--- config.mk ---
export PLATFORM = sky130hd
export DESIGN_NAME = fir_dout_pack
export DESIGN_NICKNAME = d
export VERILOG_FILES = /design/src/rtl/fir_dout_pack.sv
export SDC_FILE = /design/constraint.sdc
export NUM_CORES = 1
export LEC_CHECK = 0
export CORE_MARGIN = 3
export CORE_UTILIZATION = 50
export CTS_BUF_LIST = sky130_fd_sc_hd__clkbuf_16
export CTS_CLUSTER_DIAMETER = 80
export DETAILED_ROUTE_END_ITERATION = 10
export PLACE_DENSITY = 0.74
export SYNTH_ARGS = -nofsm -noshare
export SYNTH_HDL_FRONTEND = slang
export SYNTH_HIERARCHICAL = 1
export SYNTH_SLANG_ARGS = --single-unit
--- constraint.sdc ---
create_clock -name clk -period 6.72 [get_ports clk]
set_clock_uncertainty 0.15 [all_clocks]
set_input_delay 0.672 -clock clk [delete_from_list [all_inputs] [get_ports clk]]
set_output_delay 0.672 -clock clk [all_outputs]
set_load 0.01 [all_outputs]
--- src/rtl/fir_dout_pack.sv ---
// Decimates the FIR sample stream, packs PACK_NUM sign-extended 16-bit lanes per word and queues the words in a FWFT FIFO.
// Latency: 2 cycles from the yvld of the last lane to dout_vld (staging register, then FIFO write).
// Backpressure: dout_vld/dout_rdy drains the FIFO; a word completed while the FIFO is full is dropped and ovf_flag is set.

module sync_fifo #(
    parameter int DW = 8,
    parameter int AW = 4
) (
    input  logic          clk,
    input  logic          rst_n,
    input  logic          wr_vld,
    input  logic [DW-1:0] wr_dat,
    output logic          rd_vld,
    input  logic          rd_rdy,
    output logic [DW-1:0] rd_dat,
    output logic          full,
    output logic [AW:0]   cnt
);
    localparam int DEPTH = 1 << AW;

    logic [DW-1:0] mem [DEPTH];
    logic [AW-1:0] wr_ptr;
    logic [AW-1:0] rd_ptr;
    logic          wr_en;
    logic          rd_en;

    // full is judged on the registered count, so a same-cycle pop never makes room
    assign full   = (cnt == (AW+1)'(DEPTH));
    assign rd_vld = (cnt != '0);
    assign wr_en  = wr_vld && !full;
    assign rd_en  = rd_vld && rd_rdy;
    assign rd_dat = rd_vld ? mem[rd_ptr] : '0;

    always_ff @(posedge clk) begin
        if (wr_en) begin
            mem[wr_ptr] <= wr_dat;
        end
    end

    always_ff @(posedge clk or negedge rst_n) begin
        if (!rst_n) begin
            wr_ptr <= '0;
            rd_ptr <= '0;
            cnt    <= '0;
        end else begin
            if (wr_en) begin
                wr_ptr <= wr_ptr + AW'(1);
            end
            if (rd_en) begin
                rd_ptr <= rd_ptr + AW'(1);
            end
            case ({wr_en, rd_en})
                2'b10:   cnt <= cnt + (AW+1)'(1);
                2'b01:   cnt <= cnt - (AW+1)'(1);
                default: cnt <= cnt;
            endcase
        end
    end
endmodule

module fir_dout_pack #(
    parameter int YDATA_WDTH = 14,
    parameter int PACK_NUM   = 4,
    parameter int DEC_WDTH   = 8,
    parameter int FIFO_AW    = 4
) (
    input  logic                   clk,
    input  logic                   rst_n,
    input  logic                   pack_en,
    input  logic [DEC_WDTH-1:0]    dec_ratio,
    input  logic                   yvld,
    input  logic [YDATA_WDTH-1:0]  yout,
    output logic                   dout_vld,
    input  logic                   dout_rdy,
    output logic [PACK_NUM*16-1:0] dout,
    output logic                   dout_last,
    output logic [FIFO_AW:0]       fifo_cnt,
    output logic                   ovf_flag,
    input  logic                   ovf_clr
);
    localparam int LW     = 16;
    localparam int WW     = PACK_NUM * LW;
    localparam int LANE_W = $clog2(PACK_NUM + 1);

    typedef enum logic [1:0] {S_IDLE, S_RUN, S_FLUSH} state_t;

    state_t              state;
    logic [DEC_WDTH-1:0] ratio_q;
    logic [DEC_WDTH-1:0] dec_cnt;
    logic [LANE_W-1:0]   lane_cnt;
    logic [WW-1:0]       pack_dat;
    logic                stg_vld;
    logic                stg_last;
    logic [WW-1:0]       stg_dat;
    logic                fifo_full;
    logic [LW-1:0]       samp_ext;
    logic [WW-1:0]       pack_ins;
    logic                keep;
    logic                lane_done;

    assign samp_ext  = {{(LW-YDATA_WDTH){yout[YDATA_WDTH-1]}}, yout};
    assign keep      = (state == S_RUN) && yvld && (dec_cnt == '0);
    assign lane_done = keep && (lane_cnt == LANE_W'(PACK_NUM - 1));

    always_comb begin
        pack_ins = pack_dat;
        pack_ins[int'(lane_cnt)*LW +: LW] = samp_ext;
    end

    always_ff @(posedge clk or negedge rst_n) begin
        if (!rst_n) begin
            state    <= S_IDLE;
            ratio_q  <= DEC_WDTH'(1);
            dec_cnt  <= '0;
            lane_cnt <= '0;
            pack_dat <= '0;
            stg_vld  <= 1'b0;
            stg_last <= 1'b0;
            stg_dat  <= '0;
            ovf_flag <= 1'b0;
        end else begin
            stg_vld <= 1'b0;
            case (state)
                S_IDLE: begin
                    if (pack_en) begin
                        state    <= S_RUN;
                        ratio_q  <= (dec_ratio == '0) ? DEC_WDTH'(1) : dec_ratio;
                        dec_cnt  <= '0;
                        lane_cnt <= '0;
                        pack_dat <= '0;
                    end
                end
                S_RUN: begin
                    if (yvld) begin
                        dec_cnt <= (dec_cnt == ratio_q - DEC_WDTH'(1)) ? '0 : dec_cnt + DEC_WDTH'(1);
                    end
                    if (lane_done) begin
                        stg_vld  <= 1'b1;
                        stg_last <= 1'b0;
                        stg_dat  <= pack_ins;
                        lane_cnt <= '0;
                        pack_dat <= '0;
                    end else if (keep) begin
                        pack_dat <= pack_ins;
                        lane_cnt <= lane_cnt + LANE_W'(1);
                    end
                    if (!pack_en) begin
                        state <= S_FLUSH;
                    end
                end
                S_FLUSH: begin
                    // unfilled lanes are already zero because pack_dat clears on every word
                    if (lane_cnt != '0) begin
                        stg_vld  <= 1'b1;
                        stg_last <= 1'b1;
                        stg_dat  <= pack_dat;
                        lane_cnt <= '0;
                        pack_dat <= '0;
                    end
                    state <= S_IDLE;
                end
                default: state <= S_IDLE;
            endcase

            if (stg_vld && fifo_full) begin
                ovf_flag <= 1'b1;
            end else if (ovf_clr) begin
                ovf_flag <= 1'b0;
            end
        end
    end

    sync_fifo #(
        .DW (WW + 1),
        .AW (FIFO_AW)
    ) u_fifo (
        .clk    (clk),
        .rst_n  (rst_n),
        .wr_vld (stg_vld),
        .wr_dat ({stg_last, stg_dat}),
        .rd_vld (dout_vld),
        .rd_rdy (dout_rdy),
        .rd_dat ({dout_last, dout}),
        .full   (fifo_full),
        .cnt    (fifo_cnt)
    );
endmodule

## Yosys cells after proc, flatten, opt, wreduce, memory -nomap -nowiden

Memories as Yosys holds them, arrays and structs flattened.
Index checks and enable logic that the tools add are counted.

| cells by class | value |
|---|---|
| muxes and demuxes | 34 |
| bitwise logic cells | 0 |
| multipliers | 0 |
| reductions and logical operators | 22 |
| order comparisons | 0 |
| shifts and indexed selects | 2 |
| add/subtract/negate cells | 8 |
| div/mod/pow operators | 0 |
| equal/unequal tests | 13 |

Operator list:

| cell | count |
|---|---|
| $mux 64 | 6 |
| $pmux 64 s3 | 1 |
| $pmux 64 s2 | 1 |
| $mux 65 | 1 |
| $bwmux 64 | 1 |
| $shift 16x33->64 const A | 1 |
| $shiftx 16x33->64 | 1 |
| $neg 7->33 | 1 |
| $mux 8 | 4 |
| $logic_not 8->1 | 2 |
| $pmux 8 s2 | 1 |
| $mux 3 | 4 |
| $ne 2x2->1 const B | 5 |
| $pmux 5 s2 | 1 |
| $pmux 3 s3 | 1 |
| $add 4x1->4 const B | 2 |
| $add 8x1->8 const B | 1 |
| $eq 8x8->1 | 1 |
| $mux 1 | 8 |
| $reduce_bool 2->1 | 4 |
| $sub 8x1->8 const B | 1 |
| $logic_and 1x1->1 | 6 |
| $reduce_and 3->1 | 2 |
| $reduce_bool 3->1 | 2 |
| 16 further kinds | 21 |

| word-level totals | value |
|---|---|
| logic and storage cells | 92 |
| register bits | 165 |
| memories kept | 1 |
| bits in read-only memories | 0 |
| output and inout port bits | 72 |
| bits of input ports | 28 |
| latch bits | 0 |
| RAM bits | 1040 |

Memory list:

| name | words | width | rd ports | clocked after Yosys merged registers in | write ports | RTL line | source |
|---|---|---|---|---|---|---|---|
| u_fifo.mem | 16 | 65 | 1 | 0 | 1 | 21 | `logic [DW-1:0] mem [DEPTH];` |

## Longest topological paths before layout

Gate-level depths: netlist of run 1.

| depth | value |
|---|---|
| word-level depth | 6 |
| gate-level depth with buffers | 12 |
| mapped depth without buffers | 10 |

## By module

The synthesis of run 1 kept the hierarchy.

By module, submodules not included:

| module | area an instance (um^2) | cells each | instances | seq. area each (um^2) |
|---|---|---|---|---|
| sync_fifo | 40705.3 | 1741 | 1 | 31555.3 |
| fir_dout_pack | 6900.4 | 654 | 1 | 3804.9 |

## Worst setup path before layout of run 1

Ideal clock, no wire load.

| timing | value |
|---|---|
| kind | register to register |
| start point | reg u_fifo.cnt[2] |
| end point | mem u_fifo/mem[3][0] in the netlist's numbering (enable) |
| cell stages (with the launch flop) | 6 |
| path buffers | 1 |
| arrival | 5648 ps |
| clock period less this slack | 6366 ps |
| setup time | 568 ps |
| slack | 354 ps |
| required time | 6002 ps |
| path through | dfrtp_1 -> clkbuf_1 -> nor4_4 -> a21boi_2 -> nand2_1 -> nor3_1 |

| between the ends | value |
|---|---|
| cells in the longest elaborated chain, start to end | 5 |

Ends and longest elaborated chain:

| item | RTL line | source |
|---|---|---|
| from (decl) | 17 | `output logic [AW:0] cnt` |
| from (signal assigned) | 53 | `2'b10: cnt <= cnt + (AW+1)'(1);` |
| from (signal assigned) | 54 | `2'b01: cnt <= cnt - (AW+1)'(1);` |
| from (signal assigned) | 55 | `default: cnt <= cnt;` |
| $eq 5x5->1 | 28 | `assign full = (cnt == (AW+1)'(DEPTH));` |
| $logic_not 1->1 | 30 | `assign wr_en = wr_vld && !full;` |
| $logic_and 1x1->1 | 30 |  |
| $mux 1 | 35 | `if (wr_en) begin` |
| $mux 1 (implied by the code) | 36 | `mem[wr_ptr] <= wr_dat;` |
| to (decl) | 21 |  |

No other way between the ends.

## Worst setup path in the final report of run 1

| timing | value |
|---|---|
| start point | reg u_fifo.rd_ptr[3] |
| end point | out dout[52] |

| between the ends | value |
|---|---|
| cells in the longest elaborated chain, start to end | 2 |

Ends and longest elaborated chain:

| item | RTL line | source |
|---|---|---|
| from (decl) | 23 | `logic [AW-1:0] rd_ptr;` |
| from (signal assigned) | 50 | `rd_ptr <= rd_ptr + AW'(1);` |
| $mem_v2 16x65 | - |  |
| $mux 65 | 32 | `assign rd_dat = rd_vld ? mem[rd_ptr] : '0;` |
| to (decl) | 75 | `output logic [PACK_NUM*16-1:0] dout,` |

No other way between the ends.

==> results.py, run 1 <==
metrics = {
    "floorplan": {
        "rows": 112,
        "floorplan.io_pins": 100,
        "core_area_mm2": 0.0939,
        "start_util_pct": 50.7,
        "die_h_um": 315,
        "die_wd_um": 315,
        "fp.dieArea_mm2": 0.0990,
    },
    "final_layout": {
        "flow.area_growth_from_synthesis_pct": 12.8,
        "final_nets": 2566,
        "finish.utilization_pct": 57.2,
        "post_route_cells_drive_above_1_share_pct": 24.3,
    },
    "detailed_routing": {
        "total_via_count_in_the_routed_design": 23900,
        "drtIter0Drc": 2793,
        "avgRoutedWirePerCell_um": 27.9,
        "vias_per_cell": 6.16,
        "antenna_violating_nets_post_route": 0,
        "remaining_drcs": 0,
        "total_wirelength_of_the_detailed_routed_design_um": 108000,
        "detailedRoute.firstPassIterationCount": 5,
    },
    "cts": {
        "cts_setup_buffers": 0,
        "ctsHtreeMaxLevel": 3,
        "tritoncts_sink_count": 1205,
        "cts.path.max_buffers": 3,
        "tritoncts": "done",
        "cts_inserted_buffers": 114,
        "worst_skew_pair_latency_ns": 0.70,
        "ctsResizeCount": 0,
        "clk_transition_reported_paths_ns": 0.06,
        "ctsHoldBuffers": 1,
        "cts_root_buffer": "clkbuf_16",
    },
    "timing": {
        "finalCriticalPeriod_ns": 4.90,
        "setup_total_negative_slack_ns": 0,
        "slew_headroom_pct": 12.7,
        "setup_viol": 0,
        "slew_limit_fails": 0,
        "worst_slew_pin_slew_ns": 1.30,
        "achievable-frequency_mhz": 204,
        "rsz_0062_raised_after_global_routing": "no",
        "timing.final.ws_setup_ns": 1.82,
        "number_of_hold_violations_in_the_final_report": 0,
        "fin_crit_sh_pct": 72.9,
    },
    "worst_hold_path": {
        "min-delay-path-class": "reg -> reg",
    },
    "global_route": {
        "first_pass_grt_wire_length_um": 162000,
        "antenna_found_initial": 3,
        "first_global_vias": 24600,
        "grtUsageTotal_pct": 22.3,
        "grt_max_degree": 100,
        "grt_overflow_total": 0,
    },
    "synthesis": {
        "ys.warnings.count": 6,
        "avgSynthCellArea_um2": 19.9,
        "postSynthRegisterBits": 1205,
        "synth_ff_type": "edfxtp_1",
        "synth_nets": 2445,
        "synthesis.instances": 2395,
        "synth_cell_type_count": 61,
        "synth-edff-count": 1040,
        "synth.cell_area_mm2": 0.0476,
        "synth_seq_area_share_pct": 74.3,
        "proportion_of_synthesized_flip_flops_having_asynchronous_set_or_reset_pct": 13.7,
    },
    "setup_path": {
        "cp-end-kind": "output pin",
        "critPathArrivalTime_ns": 4.08,
        "crit_path_max_fanout": 68,
        "worst-setup-path-type": "reg -> out",
        "crit_required_ns": 5.90,
        "critPathLaunchType": "flip-flop",
    },
    "run": {
        "maxCapViolations": 0,
    },
    "place": {
        "dpl.hpwl_um": 58000,
        "place.gp.congestion": 0.793,
        "portBuffers": 99,
        "dp_slack_ns": 2.51,
    },
    "outcome": {
        "status": "finished, final reports clean",
    },
    "power_and_ir_drop": {
        "power.ir.vdd_worst_uv": 342,
        "pwr_density_cell_mw_per_mm2": 441,
        "static-leakage-power_nw": 18.1,
    },
}
[kinds of logic after synthesis]
kind of cell             count (synthesis)  share of synthesized area (%)
flip-flops                            1205                           74.3
AND/OR/NAND/NOR                        289                           3.14
buffers and inverters                  225                           2.33
XOR/XNOR                                22                          0.405
AO/OA/AOI/OAI                          285                           5.10
multiplexers                           347                           14.2
adder cells (fa/ha/maj)                 22                          0.578
[metrics by stage]
step	instances	cell area (µm²)	hold slack (ns)	power [mW]
finish	3878	53700	0.330	23.7
global route	3872	53700	0.362	24.8
CTS	3871	53700	0.328	23.9
detailed placement	3653	50000	0.314	17.5
global placement	3653	50000	0.302	17.3
floorplan	2395	47600	0.226	15.0
[layout by cell type, fill, tap and decap left out, drive strengths merged, types with 4 or more instances in the layout]
master            n
mux2i            77
and3              5
mux4            261
a22oi            49
nor2             94
dfrtp           164
nor3             10
ha               22
diode             7
nand2           127
clkinvlp          4
nor4              7
o21ai            17
inv             106
edfxtp         1040
xnor2            14
xor2              8
buf              50
nand2b            9
nand4             6
bufinv           14
o221ai           64
nand3             9
a21oi            82
mux2              9
nor2b             4
clkinv           60
clkdlybuf4s50    98
a22o             52
clkbuf          114
[registers in the layout, indices dropped and copies added (netlist names), 2 cells and up]
name and count:
u_fifo/mem 1040, pack_dat 64, stg_dat 64, dec_cnt 8, ratio_q 8, u_fifo/cnt 5, u_fifo/rd_ptr 4, u_fifo/wr_ptr 4
lane_cnt 3, state 2
[worst max-delay path, stage by stage (launching register included)]
cell and delay, ns:
dfrtp_4 1.15, buf_12 0.49, nand3b_1 0.19, buf_4 0.67, o221ai_2 0.27, clkdlybuf4s50_1 0.56
[metal layers]
layer / wire [µm] / GRT usage [%] / part of all wire (%) / vias up
met4: 2950 / 7.25 / 2.7 / 2
li1: - / - / - / 9938
met5: 13 / 0 / 0.012 / -
met2: 52900 / 35.4 / 49 / 1150
met3: 10500 / 4.63 / 9.7 / 183
met1: 42000 / 31.2 / 39 / 12600
[final timing paths]
kind / depth (start not counted) / from / end / slack [ns]
setup / recovery: 5 / u_fifo/rd_ptr[3]$_DFFE_PN0P_ / dout[52] / 1.82
hold / removal: 2 / pack_dat[15]$_DFFE_PN0P_ / pack_dat[15]$_DFFE_PN0P_ / 0.33
setup reg to reg: 10 / dec_cnt[0]$_DFFE_PN0P_ / stg_dat[23]$_DFFE_PN0P_ / 3.10
hold reg to reg: 2 / pack_dat[15]$_DFFE_PN0P_ / pack_dat[15]$_DFFE_PN0P_ / 0.33
max in group asynchronous: 3 / rst_n / stg_dat[23]$_DFFE_PN0P_ / 4.72
min in group asynchronous: 2 / rst_n / ratio_q[2]$_DFFE_PN0P_ / 0.37
[power breakdown]
group	switching, mW	internal [mW]
Combinational	3.48	3.18
Clock	2.75	3.63
Sequential	1.23	9.42
[cell usage after synthesis (3+ instances only)]
cell / instances / area share, %
xor2_1: 8 / 0.15
mux2_2: 9 / 0.21
nand2_2: 53 / 0.70
nor4_1: 6 / 0.079
o21ai_0: 17 / 0.18
o31ai_1: 3 / 0.047
buf_1: 14 / 0.11
a22oi_1: 49 / 0.77
xnor2_1: 14 / 0.26
nand2b_1: 9 / 0.12
a22o_1: 52 / 0.96
buf_8: 4 / 0.13
nor2b_1: 4 / 0.053
nor2_1: 90 / 0.71
buf_2: 61 / 0.64
a21oi_1: 82 / 0.86
ha_1: 22 / 0.58
mux2i_1: 77 / 1.6
and2_1: 3 / 0.039
mux4_2: 261 / 12
buf_4: 20 / 0.32
nor2_8: 4 / 0.17
o221ai_2: 60 / 1.9
dfrtp_1: 164 / 8.6
nand2_1: 73 / 0.58
nor3_1: 10 / 0.11
edfxtp_1: 1040 / 66
nand3_1: 9 / 0.095
nand4_1: 6 / 0.079
clkbuf_1: 36 / 0.28
o221ai_1: 4 / 0.074
and3_1: 5 / 0.066
buf_6: 9 / 0.21
inv_1: 81 / 0.64
[layout make-up]
cell class,count,area (µm²)
antenna,7,17.5
clock buffer,114,2850
clock inverter,103,877
fill,6712,40200
inverter,81,304
multi-input combinational,965,11300
sequential,1205,35400
tap,1254,1570
timing repair buffer,149,1460
Note: power is estimated with default switching activity, not from simulation.
==> inputs of run 2 (changes only) <==
PLACE_DENSITY = 0.71   (was 0.74)
clock period = 4.92 ns   (was 6.72 ns; I/O delays follow)
==> results.py, run 2 (synthesis results as in run 1) <==
metrics = {
    "outcome": {
        "status": "finished, final reports clean",
    },
    "cts": {
        "cts_root_buffer": "clkbuf_16",
        "ctsResizeCount": 0,
        "cts_inserted_buffers": 116,
        "cts.path.max_buffers": 3,
        "worst_skew_pair_latency_ns": 0.69,
        "ctsHtreeMaxLevel": 3,
        "tritoncts_sink_count": 1205,
        "cts_setup_buffers": 0,
        "clk_transition_reported_paths_ns": 0.06,
        "tritoncts": "done",
    },
    "final_layout": {
        "multiInputGateArea_mm2": 0.0113,
        "top_register": "u_fifo/mem",
        "fillerInstances": 6733,
        "post_route_cells_drive_above_1_share_pct": 24.5,
        "seq_area_mm2": 0.0354,
        "commonest_cells_after_routing_fill_and_taps_aside": "1040 x edfxtp_1, 261 x mux4_2, 161 x dfrtp_1, 117 x clkbuf_16, 112 x inv_1",
        "largest_reg_flops": 1040,
        "layout.cells.most_common": "edfxtp_1",
        "flow.area_growth_from_synthesis_pct": 13.5,
        "reg.largest.list": "u_fifo/mem: 1040 flops, pack_dat: 64 flops, stg_dat: 64 flops",
        "stdcell_count": 3891,
        "final_nets": 2576,
    },
    "timing": {
        "finalCriticalPeriod_ns": 4.34,
        "finalHoldWorstSlack_ns": 0.219,
        "slew_headroom_pct": 20.9,
        "timing.final.ws_setup_ns": 0.585,
        "setup_viol": 0,
        "slew_limit_fails": 0,
        "worst_slew_pin_slew_ns": 1.18,
        "rsz_0062_raised_after_global_routing": "no",
        "setup_total_negative_slack_ns": 0,
        "number_of_hold_violations_in_the_final_report": 0,
        "fin_crit_sh_pct": 88.1,
        "achievable-frequency_mhz": 231,
    },
    "place": {
        "portBuffers": 99,
        "place.gp.congestion": 0.776,
        "dp_slack_ns": 1.27,
        "dpl.hpwl_um": 59700,
        "post-place-cells": 3661,
    },
    "detailed_routing": {
        "drtIter0Drc": 2288,
        "antenna_violating_nets_post_route": 0,
        "remaining_drcs": 0,
        "detailedRoute.firstPassIterationCount": 5,
        "vias_per_cell": 6.11,
        "avgRoutedWirePerCell_um": 27.5,
        "total_via_count_in_the_routed_design": 23800,
        "total_wirelength_of_the_detailed_routed_design_um": 107000,
    },
    "global_route": {
        "grtUsageTotal_pct": 22.0,
        "first_global_vias": 24600,
        "grt_max_degree": 100,
        "grt_overflow_total": 0,
        "antenna_found_initial": 11,
        "first_pass_grt_wire_length_um": 161000,
    },
    "run": {
        "maxCapViolations": 0,
    },
    "floorplan": {
        "rows": 112,
        "start_util_pct": 50.7,
        "die_wd_um": 315,
        "core_area_mm2": 0.0939,
        "floorplan.io_pins": 100,
        "die_h_um": 315,
        "fp.dieArea_mm2": 0.0990,
    },
    "setup_path": {
        "cp-end-kind": "output pin",
        "crit_path_max_incr_delay_ns": 0.77,
        "reg2reg_slack_ns": 1.48,
        "crit_path_max_fanout": 68,
        "critical-path-top-delay-family": "buffers and inverters",
        "slowest_stage": "dfrtp_4",
        "worst-setup-path-type": "reg -> out",
        "cp_cell_sequence": "buf_12 > mux4_2 > mux2i_1 > o221ai_2 > clkdlybuf4s50_1",
        "critPathArrivalTime_ns": 3.69,
        "critical_path_buffers_and_inverters": 2,
        "critPathLaunchType": "flip-flop",
        "crit_required_ns": 4.28,
    },
    "worst_hold_path": {
        "min-delay-path-class": "in -> reg",
    },
    "power_and_ir_drop": {
        "pwr_density_cell_mw_per_mm2": 601,
        "power.ir.vdd_worst_uv": 352,
        "static-leakage-power_nw": 18.2,
    },
}
-- run 2: changes by cell type in the layout (fill, tap and decap cells not counted), sizes merged --
| cell | previous run | this run |
|---|---|---|
| bufinv | 14 | 12 |
| clkinv | 60 | 39 |
| diode | 7 | 10 |
| clkinvlp | 4 | 8 |
| clkbuf | 114 | 117 |
| inv | 106 | 124 |
| buf | 50 | 58 |
-- run 2: stage by stage --
stage	instance area, µm²	total power, mW	util (%)
global placement	50200	23.7	53.5
floorplan	47600	20.5	-
finish	54000	32.5	57.6
CTS	54000	32.8	57.5
global route	54000	34.0	57.5
detailed placement	50200	24.0	53.5
-- run 2: layout make-up --
type	count	share of cell area [%]
diodes	10	0.0463
clock buffers	117	5.42
clock inverters	102	1.59
inverters	81	0.563
multi-input cells	965	20.9
flip-flops and latches	1205	65.5
well taps	1254	2.90
repair buffers	157	3.11
-- run 2: what timing repair did --
item	in CTS	in global routing
setup endpoints to repair	0	0
endpoints found under the hold margin	97	0
hold buffers	1	0
-- run 2: worst register-to-register path, cell delays in order (launching register included) --
cell and delay (ns):
dfrtp_1 0.46, inv_1 0.18, ha_1 0.24, ha_1 0.37
nor4_1 0.40, nand3_1 0.28, or2_1 0.62, mux2i_1 0.44
a21oi_1 0.13
-- run 2: worst paths after layout --
check	from	to	depth (start not counted)
worst max-delay path	u_fifo/rd_ptr[3]$_DFFE_PN0P_	dout[59]	5
worst min-delay path	ovf_clr	ovf_flag$_DFFE_PN0P_	2
worst max register to register	lane_cnt[0]$_DFFE_PN0P_	stg_dat[5]$_DFFE_PN0P_	8
worst min register to register	pack_dat[47]$_DFFE_PN0P_	pack_dat[47]$_DFFE_PN0P_	2
max in group asynchronous	rst_n	stg_dat[46]$_DFFE_PN0P_	3
min in group asynchronous	rst_n	ratio_q[5]$_DFFE_PN0P_	2
-- run 2: per-layer routing --
metal,global-route usage (%),vias up,part of all wire (%)
met5,0,-,0.035
met4,5.43,6,1.8
met3,4.47,142,7.7
met2,36.1,911,50
met1,30.5,12700,40
li1,-,9985,-
-- run 2: power by group --
group | switching [mW] | internal [mW]
logic | 4.77 | 4.43
registers | 1.64 | 12.9
clock network | 3.77 | 4.97
total | 10.2 | 22.3
